**config.mk**
```make
export PLATFORM = sky130hd
export DESIGN_NAME = bids22_round_logger_flat
export DESIGN_NICKNAME = d
export VERILOG_FILES = /design/src/rtl/bids22_pkg.sv /design/src/rtl/bids22_round_logger_if.sv /design/src/rtl/bids22_rec_fifo.sv /design/src/rtl/bids22_round_logger.sv /design/src/flat_wrapper.sv
export SDC_FILE = /design/constraint.sdc
export NUM_CORES = 1
export LEC_CHECK = 0
export CAP_MARGIN = 20
export CELL_PAD_IN_SITES_DETAIL_PLACEMENT = 1
export CELL_PAD_IN_SITES_GLOBAL_PLACEMENT = 2
export CORE_MARGIN = 10
export CORE_UTILIZATION = 41
export DETAILED_ROUTE_END_ITERATION = 6
export GPL_ROUTABILITY_DRIVEN = 0
export GPL_TIMING_DRIVEN = 0
export PLACE_DENSITY = 0.93
export SYNTH_ARGS = -nofsm -noshare
export SYNTH_HDL_FRONTEND = slang
export SYNTH_HIERARCHICAL = 1
export SYNTH_SLANG_ARGS = --single-unit
```
**constraint.sdc**
```tcl
create_clock -name clk -period 8 [get_ports clk]
set_input_delay 1.2 -clock clk [delete_from_list [all_inputs] [get_ports clk]]
set_output_delay 1.2 -clock clk [all_outputs]
set_load 0.02 [all_outputs]
```
**src/rtl/bids22_pkg.sv**
```systemverilog
// Shared types and constants for the bids22 round logger.
package bids22_pkg;
  localparam int REC_W          = 42;
  localparam int DEF_FIFO_DEPTH = 4;
  localparam int CNT_W          = 5;

  typedef enum logic [1:0] {
    WIN_NONE = 2'b00,
    WIN_X    = 2'b01,
    WIN_Y    = 2'b10,
    WIN_Z    = 2'b11
  } winner_e;

  typedef struct packed {
    logic [7:0]  round_id;
    winner_e     winner;
    logic [31:0] amount;
  } rec_t;

  function automatic logic [7:0] sat_inc8(input logic [7:0] v);
    return (v == 8'hFF) ? v : v + 8'd1;
  endfunction
endpackage

```
**src/rtl/bids22_round_logger_if.sv**
```systemverilog
// Auction-core / host bundle for the round logger; signal names match the core.
interface bids22_round_logger_if;
  import bids22_pkg::*;
  logic              X_win, Y_win, Z_win;
  logic              roundOver;
  logic [31:0]       maxBid;
  logic              clr;
  logic              rec_pop;
  logic              rec_valid;
  logic [REC_W-1:0]  rec_data;
  logic [CNT_W-1:0]  fifo_count;
  logic [15:0]       round_cnt;
  logic [7:0]        x_wins, y_wins, z_wins;
  logic [31:0]       revenue;
  logic              multi_win_err;
  logic              overflow;

  modport master (
    output X_win, Y_win, Z_win, roundOver, maxBid, clr, rec_pop,
    input  rec_valid, rec_data, fifo_count, round_cnt, x_wins, y_wins, z_wins,
           revenue, multi_win_err, overflow
  );
  modport slave (
    input  X_win, Y_win, Z_win, roundOver, maxBid, clr, rec_pop,
    output rec_valid, rec_data, fifo_count, round_cnt, x_wins, y_wins, z_wins,
           revenue, multi_win_err, overflow
  );
endinterface

```
**src/rtl/bids22_rec_fifo.sv**
```systemverilog
// Show-ahead record FIFO; clr beats push/pop, push into a full FIFO only lands with a pop.
module bids22_rec_fifo
  import bids22_pkg::*;
#(
  parameter int DEPTH = DEF_FIFO_DEPTH
) (
  input  logic             clk,
  input  logic             rst_n,
  input  logic             clr,
  input  logic             push,
  input  logic             pop,
  input  logic [REC_W-1:0] din,
  output logic [REC_W-1:0] dout,
  output logic             full,
  output logic             empty,
  output logic [CNT_W-1:0] count
);
  localparam int AW = (DEPTH > 1) ? $clog2(DEPTH) : 1;

  logic [REC_W-1:0] r_mem [DEPTH];
  logic [AW-1:0]    r_wr, r_rd;
  logic [CNT_W-1:0] r_cnt;
  logic             w_pop, w_push;

  assign empty  = (r_cnt == '0);
  assign full   = (r_cnt == CNT_W'(DEPTH));
  assign w_pop  = pop & ~empty;
  assign w_push = push & (~full | w_pop);
  assign count  = r_cnt;
  // Head is gated so an empty FIFO presents all-zero data.
  assign dout   = empty ? '0 : r_mem[r_rd];

  // Pointer and occupancy tracking.
  always_ff @(posedge clk or negedge rst_n) begin
    if (!rst_n) begin
      r_wr  <= '0;
      r_rd  <= '0;
      r_cnt <= '0;
    end else if (clr) begin
      r_wr  <= '0;
      r_rd  <= '0;
      r_cnt <= '0;
    end else begin
      if (w_push) r_wr <= r_wr + AW'(1);
      if (w_pop)  r_rd <= r_rd + AW'(1);
      r_cnt <= r_cnt + CNT_W'(w_push) - CNT_W'(w_pop);
    end
  end

  // Storage needs no reset: reads are masked while empty.
  always_ff @(posedge clk) begin
    if (w_push && !clr) r_mem[r_wr] <= din;
  end
endmodule

```
**src/rtl/bids22_round_logger.sv**
```systemverilog
// Logs one record per roundOver rising edge and keeps running auction statistics.
module bids22_round_logger
  import bids22_pkg::*;
#(
  parameter int FIFO_DEPTH = DEF_FIFO_DEPTH
) (
  input  logic                  clk,
  input  logic                  reset_n,
  bids22_round_logger_if.slave  bus
);
  logic             r_ro_prev;
  logic [15:0]      r_round_cnt;
  logic [7:0]       r_x_wins, r_y_wins, r_z_wins;
  logic [31:0]      r_revenue;
  logic             r_multi, r_ovf;

  logic             w_edge, w_single, w_multi, w_pop, w_drop, w_full, w_empty;
  logic [1:0]       w_nwin;
  winner_e          w_winner;
  logic [31:0]      w_amount;
  logic [32:0]      w_rev_sum;
  rec_t             w_rec;
  logic [REC_W-1:0] w_head;
  logic [CNT_W-1:0] w_count;

  assign w_edge    = bus.roundOver & ~r_ro_prev;
  assign w_nwin    = 2'(bus.X_win) + 2'(bus.Y_win) + 2'(bus.Z_win);
  assign w_single  = (w_nwin == 2'd1);
  assign w_multi   = (w_nwin >= 2'd2);
  assign w_amount  = w_single ? bus.maxBid : 32'd0;
  assign w_rev_sum = {1'b0, r_revenue} + {1'b0, w_amount};
  assign w_pop     = bus.rec_pop & ~w_empty;
  assign w_drop    = w_edge & w_full & ~w_pop;

  // Winner code only for a lone winner; ties and no-win both record NONE.
  always_comb begin
    w_winner = WIN_NONE;
    if (w_single) begin
      if (bus.X_win)      w_winner = WIN_X;
      else if (bus.Y_win) w_winner = WIN_Y;
      else                w_winner = WIN_Z;
    end
  end

  assign w_rec.round_id = r_round_cnt[7:0];
  assign w_rec.winner   = w_winner;
  assign w_rec.amount   = w_amount;

  bids22_rec_fifo #(.DEPTH(FIFO_DEPTH)) u_fifo (
    .clk   (clk),
    .rst_n (reset_n),
    .clr   (bus.clr),
    .push  (w_edge),
    .pop   (bus.rec_pop),
    .din   (w_rec),
    .dout  (w_head),
    .full  (w_full),
    .empty (w_empty),
    .count (w_count)
  );

  // Edge detect and statistics; counters advance even when the record is dropped.
  always_ff @(posedge clk or negedge reset_n) begin
    if (!reset_n) begin
      r_ro_prev   <= 1'b0;
      r_round_cnt <= '0;
      r_x_wins    <= '0;
      r_y_wins    <= '0;
      r_z_wins    <= '0;
      r_revenue   <= '0;
      r_multi     <= 1'b0;
      r_ovf       <= 1'b0;
    end else if (bus.clr) begin
      r_ro_prev   <= 1'b0;
      r_round_cnt <= '0;
      r_x_wins    <= '0;
      r_y_wins    <= '0;
      r_z_wins    <= '0;
      r_revenue   <= '0;
      r_multi     <= 1'b0;
      r_ovf       <= 1'b0;
    end else begin
      r_ro_prev <= bus.roundOver;
      if (w_edge) begin
        r_round_cnt <= r_round_cnt + 16'd1;
        if (w_multi)            r_multi  <= 1'b1;
        if (w_winner == WIN_X)  r_x_wins <= sat_inc8(r_x_wins);
        if (w_winner == WIN_Y)  r_y_wins <= sat_inc8(r_y_wins);
        if (w_winner == WIN_Z)  r_z_wins <= sat_inc8(r_z_wins);
        r_revenue <= w_rev_sum[32] ? 32'hFFFF_FFFF : w_rev_sum[31:0];
      end
      if (w_drop) r_ovf <= 1'b1;
    end
  end

  assign bus.rec_valid     = ~w_empty;
  assign bus.rec_data      = w_head;
  assign bus.fifo_count    = w_count;
  assign bus.round_cnt     = r_round_cnt;
  assign bus.x_wins        = r_x_wins;
  assign bus.y_wins        = r_y_wins;
  assign bus.z_wins        = r_z_wins;
  assign bus.revenue       = r_revenue;
  assign bus.multi_win_err = r_multi;
  assign bus.overflow      = r_ovf;
endmodule

```
**src/flat_wrapper.sv**
```systemverilog
// flat-port wrapper written by rule: the top's interface ports become plain ports
module bids22_round_logger_flat import bids22_pkg::*;
#(
  parameter int FIFO_DEPTH = DEF_FIFO_DEPTH
)
  (clk, reset_n, bus_X_win, bus_Y_win, bus_Z_win, bus_roundOver, bus_maxBid, bus_clr, bus_rec_pop, bus_rec_valid, bus_rec_data, bus_fifo_count, bus_round_cnt, bus_x_wins, bus_y_wins, bus_z_wins, bus_revenue, bus_multi_win_err, bus_overflow);
  bids22_round_logger_if bus_i ();
  input  logic clk;
  input  logic reset_n;
  input wire logic [$bits(bus_i.X_win)-1:0] bus_X_win;
  input wire logic [$bits(bus_i.Y_win)-1:0] bus_Y_win;
  input wire logic [$bits(bus_i.Z_win)-1:0] bus_Z_win;
  input wire logic [$bits(bus_i.roundOver)-1:0] bus_roundOver;
  input wire logic [$bits(bus_i.maxBid)-1:0] bus_maxBid;
  input wire logic [$bits(bus_i.clr)-1:0] bus_clr;
  input wire logic [$bits(bus_i.rec_pop)-1:0] bus_rec_pop;
  output wire logic [$bits(bus_i.rec_valid)-1:0] bus_rec_valid;
  output wire logic [$bits(bus_i.rec_data)-1:0] bus_rec_data;
  output wire logic [$bits(bus_i.fifo_count)-1:0] bus_fifo_count;
  output wire logic [$bits(bus_i.round_cnt)-1:0] bus_round_cnt;
  output wire logic [$bits(bus_i.x_wins)-1:0] bus_x_wins;
  output wire logic [$bits(bus_i.y_wins)-1:0] bus_y_wins;
  output wire logic [$bits(bus_i.z_wins)-1:0] bus_z_wins;
  output wire logic [$bits(bus_i.revenue)-1:0] bus_revenue;
  output wire logic [$bits(bus_i.multi_win_err)-1:0] bus_multi_win_err;
  output wire logic [$bits(bus_i.overflow)-1:0] bus_overflow;
  assign bus_i.X_win = bus_X_win;
  assign bus_i.Y_win = bus_Y_win;
  assign bus_i.Z_win = bus_Z_win;
  assign bus_i.roundOver = bus_roundOver;
  assign bus_i.maxBid = bus_maxBid;
  assign bus_i.clr = bus_clr;
  assign bus_i.rec_pop = bus_rec_pop;
  assign bus_rec_valid = bus_i.rec_valid;
  assign bus_rec_data = bus_i.rec_data;
  assign bus_fifo_count = bus_i.fifo_count;
  assign bus_round_cnt = bus_i.round_cnt;
  assign bus_x_wins = bus_i.x_wins;
  assign bus_y_wins = bus_i.y_wins;
  assign bus_z_wins = bus_i.z_wins;
  assign bus_revenue = bus_i.revenue;
  assign bus_multi_win_err = bus_i.multi_win_err;
  assign bus_overflow = bus_i.overflow;
  bids22_round_logger #(.FIFO_DEPTH(FIFO_DEPTH)) u_core (.clk(clk), .reset_n(reset_n), .bus(bus_i));
endmodule
```
**After elaboration in Yosys (flattened, before gate mapping)**

Memory sizes are Yosys's and may differ from the RTL's.
Cells that the tools add are included.

- Register bits after elaboration: 84
- RAM bits: 168
- Input bits: 40
- Output and inout port bits: 122
- Logic and storage cells: 95
- Memories kept: 1

- $add $sub $neg: 11
- Order comparisons: 1
- Eq/ne operators: 11
- Multiplexer cells: 35
- Bitwise gates (word level): 10
- Reduce and logical (&&, ||, !) cells: 15

Memories:

| name | depth | bits a word | rd ports | clocked after Yosys merged registers in | wr ports | line | RTL |
|---|---|---|---|---|---|---|---|
| u_core.u_fifo.r_mem | 4 | 42 | 1 | 0 | 1 | bids22_rec_fifo.sv:20 | `logic [REC_W-1:0] r_mem [DEPTH];` |

Operators by type and width:

| operator | count |
|---|---|
| $mux 32 | 4 |
| $mux 8 | 12 |
| $mux 42 | 1 |
| $add 32x32->33 | 1 |
| $mux 16 | 2 |
| $add 8x1->8 const B | 3 |
| $eq 8x8->1 const B | 3 |
| $add 16x1->16 const B | 1 |
| $reduce_bool 2->1 | 8 |
| $mux 2 | 6 |
| $mux 1 | 9 |
| $reduce_and 3->1 | 3 |
| $ne 2x2->1 const B | 3 |
| $add 5x1->5 | 1 |
| $and 1x1->1 | 5 |
| $eq 5x3->1 const B | 1 |
| $logic_not 5->1 | 1 |
| $mux 5 | 1 |
| $sub 5x1->5 | 1 |
| $add 2x1->2 const B | 2 |
| $eq 2x1->1 const B | 2 |
| $eq 2x2->1 const B | 2 |
| $not 1->1 | 4 |
| $add 1x1->2 | 1 |
| 6 further kinds | 6 |

**Logic depth before layout (Yosys ltp)**

- Depth in word-level cells: 8
- Gate-level depth with buffers: 18
- Gate-level depth less buffers: 16

**Hierarchy**

Netlist, hierarchy kept.

By module, submodules not included:

| module | times used | cells each | area each (um2) | seq. area each (um2) |
|---|---|---|---|---|
| bids22_rec_fifo | 1 | 340 | 7038.0 | 5270.1 |
| bids22_round_logger | 1 | 600 | 5281.3 | 1876.8 |

**Worst setup path after synthesis**

Ideal clock, no wire load.

- Kind: in2reg
- Start point: input port bus_roundOver
- End point: memory u_core.u_fifo.r_mem[0][0] (enable)
- Setup time: 0.502 ns
- Arrival: 5.349 ns
- Data required time: 7.498 ns
- Path slack: 2.149 ns
- Stages on the path: 6
- Path buffers: 2
- Cells stage by stage: nand2b_1 -> clkinv_1 -> clkbuf_1 -> clkbuf_1 -> o21ai_0 -> nor3b_1

- Word-level cells in the longest chain between the ends: 5

RTL lines:

| element | line | RTL |
|---|---|---|
| start: declaration | flat_wrapper.sv:13 | `input wire logic [$bits(bus_i.roundOver)-1:0] bus_roundOver;` |
| $and 1x1->1 | bids22_round_logger.sv:26 | `assign w_edge = bus.roundOver & ~r_ro_prev;` |
| via u_core.w_edge | bids22_round_logger.sv:17 | `logic w_edge, w_single, w_multi, w_pop, w_drop, w_full, w_empty;` |
| $and 1x1->1 | bids22_rec_fifo.sv:28 | `assign w_push = push & (~full \| w_pop);` |
| $logic_and 1x1->1 | bids22_rec_fifo.sv:52 | `if (w_push && !clr) r_mem[r_wr] <= din;` |
| $mux 1 | bids22_rec_fifo.sv:52 |  |
| $mux 1 (implied by the code) | bids22_rec_fifo.sv:52 |  |
| end: declaration | bids22_rec_fifo.sv:20 |  |

The timed path passes the listed nets, and every way through them passes these cells.

**Worst setup path in the final report**

- Start point: input port bus_Y_win
- End point: register u_core.r_revenue[15], in the netlist u_core/bus.revenue[15]

- Word-level cells in the longest chain between the ends: 8

RTL lines:

| element | line | RTL |
|---|---|---|
| start: declaration | flat_wrapper.sv:11 | `input wire logic [$bits(bus_i.Y_win)-1:0] bus_Y_win;` |
| $add 1x1->2 | bids22_round_logger.sv:27 | `assign w_nwin = 2'(bus.X_win) + 2'(bus.Y_win) + 2'(bus.Z_win);` |
| $add 2x1->2 | bids22_round_logger.sv:27 |  |
| $eq 2x1->1 | bids22_round_logger.sv:28 | `assign w_single = (w_nwin == 2'd1);` |
| $mux 32 | bids22_round_logger.sv:30 | `assign w_amount = w_single ? bus.maxBid : 32'd0;` |
| via u_core.w_amount[0] | bids22_round_logger.sv:20 | `logic [31:0] w_amount;` |
| $add 32x32->33 | bids22_round_logger.sv:31 | `assign w_rev_sum = {1'b0, r_revenue} + {1'b0, w_amount};` |
| $mux 32 | bids22_round_logger.sv:90 | `r_revenue <= w_rev_sum[32] ? 32'hFFFF_FFFF : w_rev_sum[31:0];` |
| $mux 32 | bids22_round_logger.sv:84 | `if (w_edge) begin` |
| $mux 32 | bids22_round_logger.sv:73 | `end else if (bus.clr) begin` |
| end signal: assignment | bids22_round_logger.sv:90 |  |
| end: declaration | bids22_round_logger.sv:14 | `logic [31:0] r_revenue;` |

The timed path passes the listed nets, and every way through them passes these cells. The select of a mux whose other input is x is not followed.
A chain may end at the register's enable or synchronous reset.

==> flow_summary.ini <==
[clock_network]
cts.sinks = 252
post_cts_buffers = 0
clockRootBuffer = clkbuf_16
cts_tree = yes
cts_made_buffers = 28
htree_num_levels = 1
hold_buffers = 0
clkSlewWorstSetupHoldPaths_ns = 0.06
cts_resized = 0
clock_tree.buffer_depth = 3
clock_latency_ns = 0.55

[route]
routed_via_density = 5.497
num_vias = 8586
first_pass_iters = 4
routedWlPerCell_um = 23.38
drc_errors = 0
drtAntennaViolNets = 0
drt_iter0_markers = 527
wirelength_mm = 36.53

[place]
dpl-instance-area_mm2 = 0.01467
dp.cells = 1509
place_hpwl_mm = 26.86
io_buffers = 161

[global_routing]
grt_pass1_vias = 9340
grt_usage_pct = 19.03
grt_max_degree = 53
antenna_found_initial = 2
grt_overflow = 0
grt_first_pass_wirelength_mm = 56.86

[sta]
final_max_slew_viol_count = 0
tns_ns = 0
rsz0062_at_grt = no
timing.slew.headroom_pct = 33.27
max_freq_mhz = 163.9
period_needed_ns = 6.101
period_share_pct = 76.26
tightest_slew_ns = 0.9918
setup_viol = 0
hold_viol_final = 0
finClkSkew_ns = 0.02949

[yosys]
yosys.cell_count.top_type = edfxtp_1
synth-seq-area-share_pct = 58.01
synth_warnings = 6
syn-mean-instance-area_um2 = 13.11
async_flop_share_pct = 33.33
synth_area_leaders = edfxtp_1 41%, dfrtp_1 17%, mux4_2 7.7%, ha_1 4.6%, nor2_1 3.0%
synthFlopType = edfxtp_1
postSynthCellCount = 940
yosys.cell_types.count = 74
syn_area_mm2 = 0.01232
synth_common_cells = 168 x edfxtp_1, 97 x nor2_1, 84 x dfrtp_1
synth_seq_cells = 252
synth_largest_area_cell = edfxtp_1
synth.top_cell.area_share_pct = 40.95
syn_nets = 1028
synth_edf_count = 168

[final_layout]
nNetsFinal = 1237
area_growth_pct = 26.58
layout-drive-gt1-share_pct = 12.72
final_area_mm2 = 0.01559
layout.cells.non_filler = 1562

[die]
start_util_pct = 41.57
die-height_um = 193.3
io_pins = 162
row_count = 63
coreArea_mm2 = 0.02964
die_area_mm2 = 0.03738
die_x_um = 193.3

[power_and_ir_drop]
ir_drop_uv = 176.5
intPower_uw = 2846
power_frac_clock_pct = 30.6
combPwrFrac_pct = 32.9
p_sw_uw = 1328
p_sw_share_pct = 31.81
seqPwrFrac_pct = 36.6
p_per_area_mw_per_mm2 = 267.7
total_leakage_power_uw = 0.005810

[setup_path]
critical_path.most_common_cell = fa_1
reg2regPathDepth = 9
r2r_slack_ns = 3.68
worstPathCellList = clkdlybuf4s50_1, inv_1, fa_1, nor2_1, clkbuf_1, and2_1, ha_1, fa_1, a21o_1, a311o_1, or3b_1, a2111o_1, a31oi_4, nor2_2, buf_2, a211oi_1
critPathRequiredTime_ns = 8.42
cp.arrival_ns = 6.52
crit_path_start_kind = primary input
critical_path.max_stage_delay_ns = 0.59
path_class = primary input to register
cp-end-kind = register
reg2reg_to = u_core/u_fifo/r_mem[1][21]
crit_path_top_delay_cell = clkbuf_1
r2r_start = u_core/r_ro_prev
crit_path_max_fanout = 11

[min_path]
holdPathStages = 2
min_from = u_core/bus.multi_win_err
min_path_type = register to register
min_to = u_core/bus.multi_win_err

[run]
maxCapViolations = 0

[status]
status = completed
-- per-stage QoR --
step	power, µW	worst slack, ns	utilization (%)	hold slack (ns)
6_report	4174	1.899	52.61	0.5193
5_1_grt	4370	1.497	52.60	0.5421
4_1_cts	4225	1.855	52.60	0.5329
3_5_place_dp	2939	1.294	49.50	0.4995
3_3_place_gp	2881	-1.775	48.65	0.4773
2_1_floorplan	2329	2.149	-	0.5940
-- power by group through the flow --
| stage | clock (µW) | combinational [µW] | sequential, µW |
|---|---|---|---|
| final | 1280 | 1370 | 1530 |
| after global routing | 1350 | 1480 | 1530 |
| after CTS | 1300 | 1400 | 1530 |
| after detailed placement | 0 | 1390 | 1550 |
| after global placement | 0 | 1330 | 1550 |
| after floorplan | 0 | 756 | 1570 |
-- worst max path at each step --
stage	start	end	slack, ns	depth (start not counted)
6_report	bus_Y_win	u_core/bus.revenue[15]	1.90	16
5_1_grt	bus_Y_win	u_core/bus.revenue[30]	1.50	18
4_1_cts	bus_Y_win	u_core/bus.revenue[30]	1.85	18
3_5_place_dp	bus_Y_win	u_core/bus.revenue[30]	1.29	18
3_3_place_gp	bus_roundOver	u_core/u_fifo/r_mem[1][21]	-1.78	7
2_1_floorplan	bus_roundOver	u_core/u_fifo/r_mem[0][0]	2.15	6
-- cell usage in the layout (no fill, tap or decap), types with 12 or more instances in the layout --
cell type	n
a211oi_1	19
edfxtp_1	168
nor2_1	97
nand2_1	40
and3_1	15
nand3_1	30
nor2b_1	46
ha_1	45
xnor2_1	26
a21oi_1	41
o21ai_0	17
inv_1	21
nand2b_1	12
clkbuf_16	28
and2_1	35
clkdlybuf4s50_1	160
nand4_1	13
buf_6	17
clkbuf_1	34
xor2_1	34
mux4_2	42
dfrtp_1	84
-- state kept, by name, summed over array words and instances, names as in the netlist --
name and flops:
u_core/bus.x_wins 8, u_core/bus.revenue 32, u_core/bus.multi_win_err 1, u_core/u_fifo/r_mem 168, u_core/r_ro_prev 1, u_core/u_fifo/r_wr 2, u_core/u_fifo/r_rd 2, u_core/bus.overflow 1
u_core/bus.y_wins 8, u_core/u_fifo/count 5, u_core/bus.round_cnt 16, u_core/bus.z_wins 8
-- logic make-up after synthesis --
logic type,count (synthesis),share of synthesized area (%)
DFF,252,58.01
AOI/OAI and AO/OA,141,8.410
adders and majority gates,48,5.058
xor gates and xnor gates,60,4.266
buffers and inverters,66,2.316
and+or+nand+nor,326,13.84
muxes,47,8.095
-- routing by layer --
layer	wire length, µm	vias up	global-route usage, %
met4	700	2	4.521
met5	13	-	0
met1	15420	4417	23.53
met3	2351	45	4.651
met2	18040	206	32.71
li1	-	3916	-
-- cell type report --
| cell class | count | area [µm²] |
|---|---|---|
| fill | 3047 | 14040 |
| clock buffer | 39 | 782.0 |
| clock inverter | 13 | 137.6 |
| timing repair buffer | 179 | 1836 |
| multi-input combinational | 622 | 4916 |
| buffer | 44 | 202.7 |
| antenna | 1 | 2.502 |
| tap | 390 | 488.0 |
| inverter | 22 | 82.58 |
| sequential | 252 | 7147 |
-- worst max-delay path, delay by kind of cell --
family                   cells  cell delay, ns
buffers and inverters        4            1.48
AO/OA/AOI/OAI                5            1.45
AND/OR/NAND/NOR              4            1.42
adder cells (fa/ha/maj)      3            0.94
Note: power is estimated with default switching activity, not from simulation.
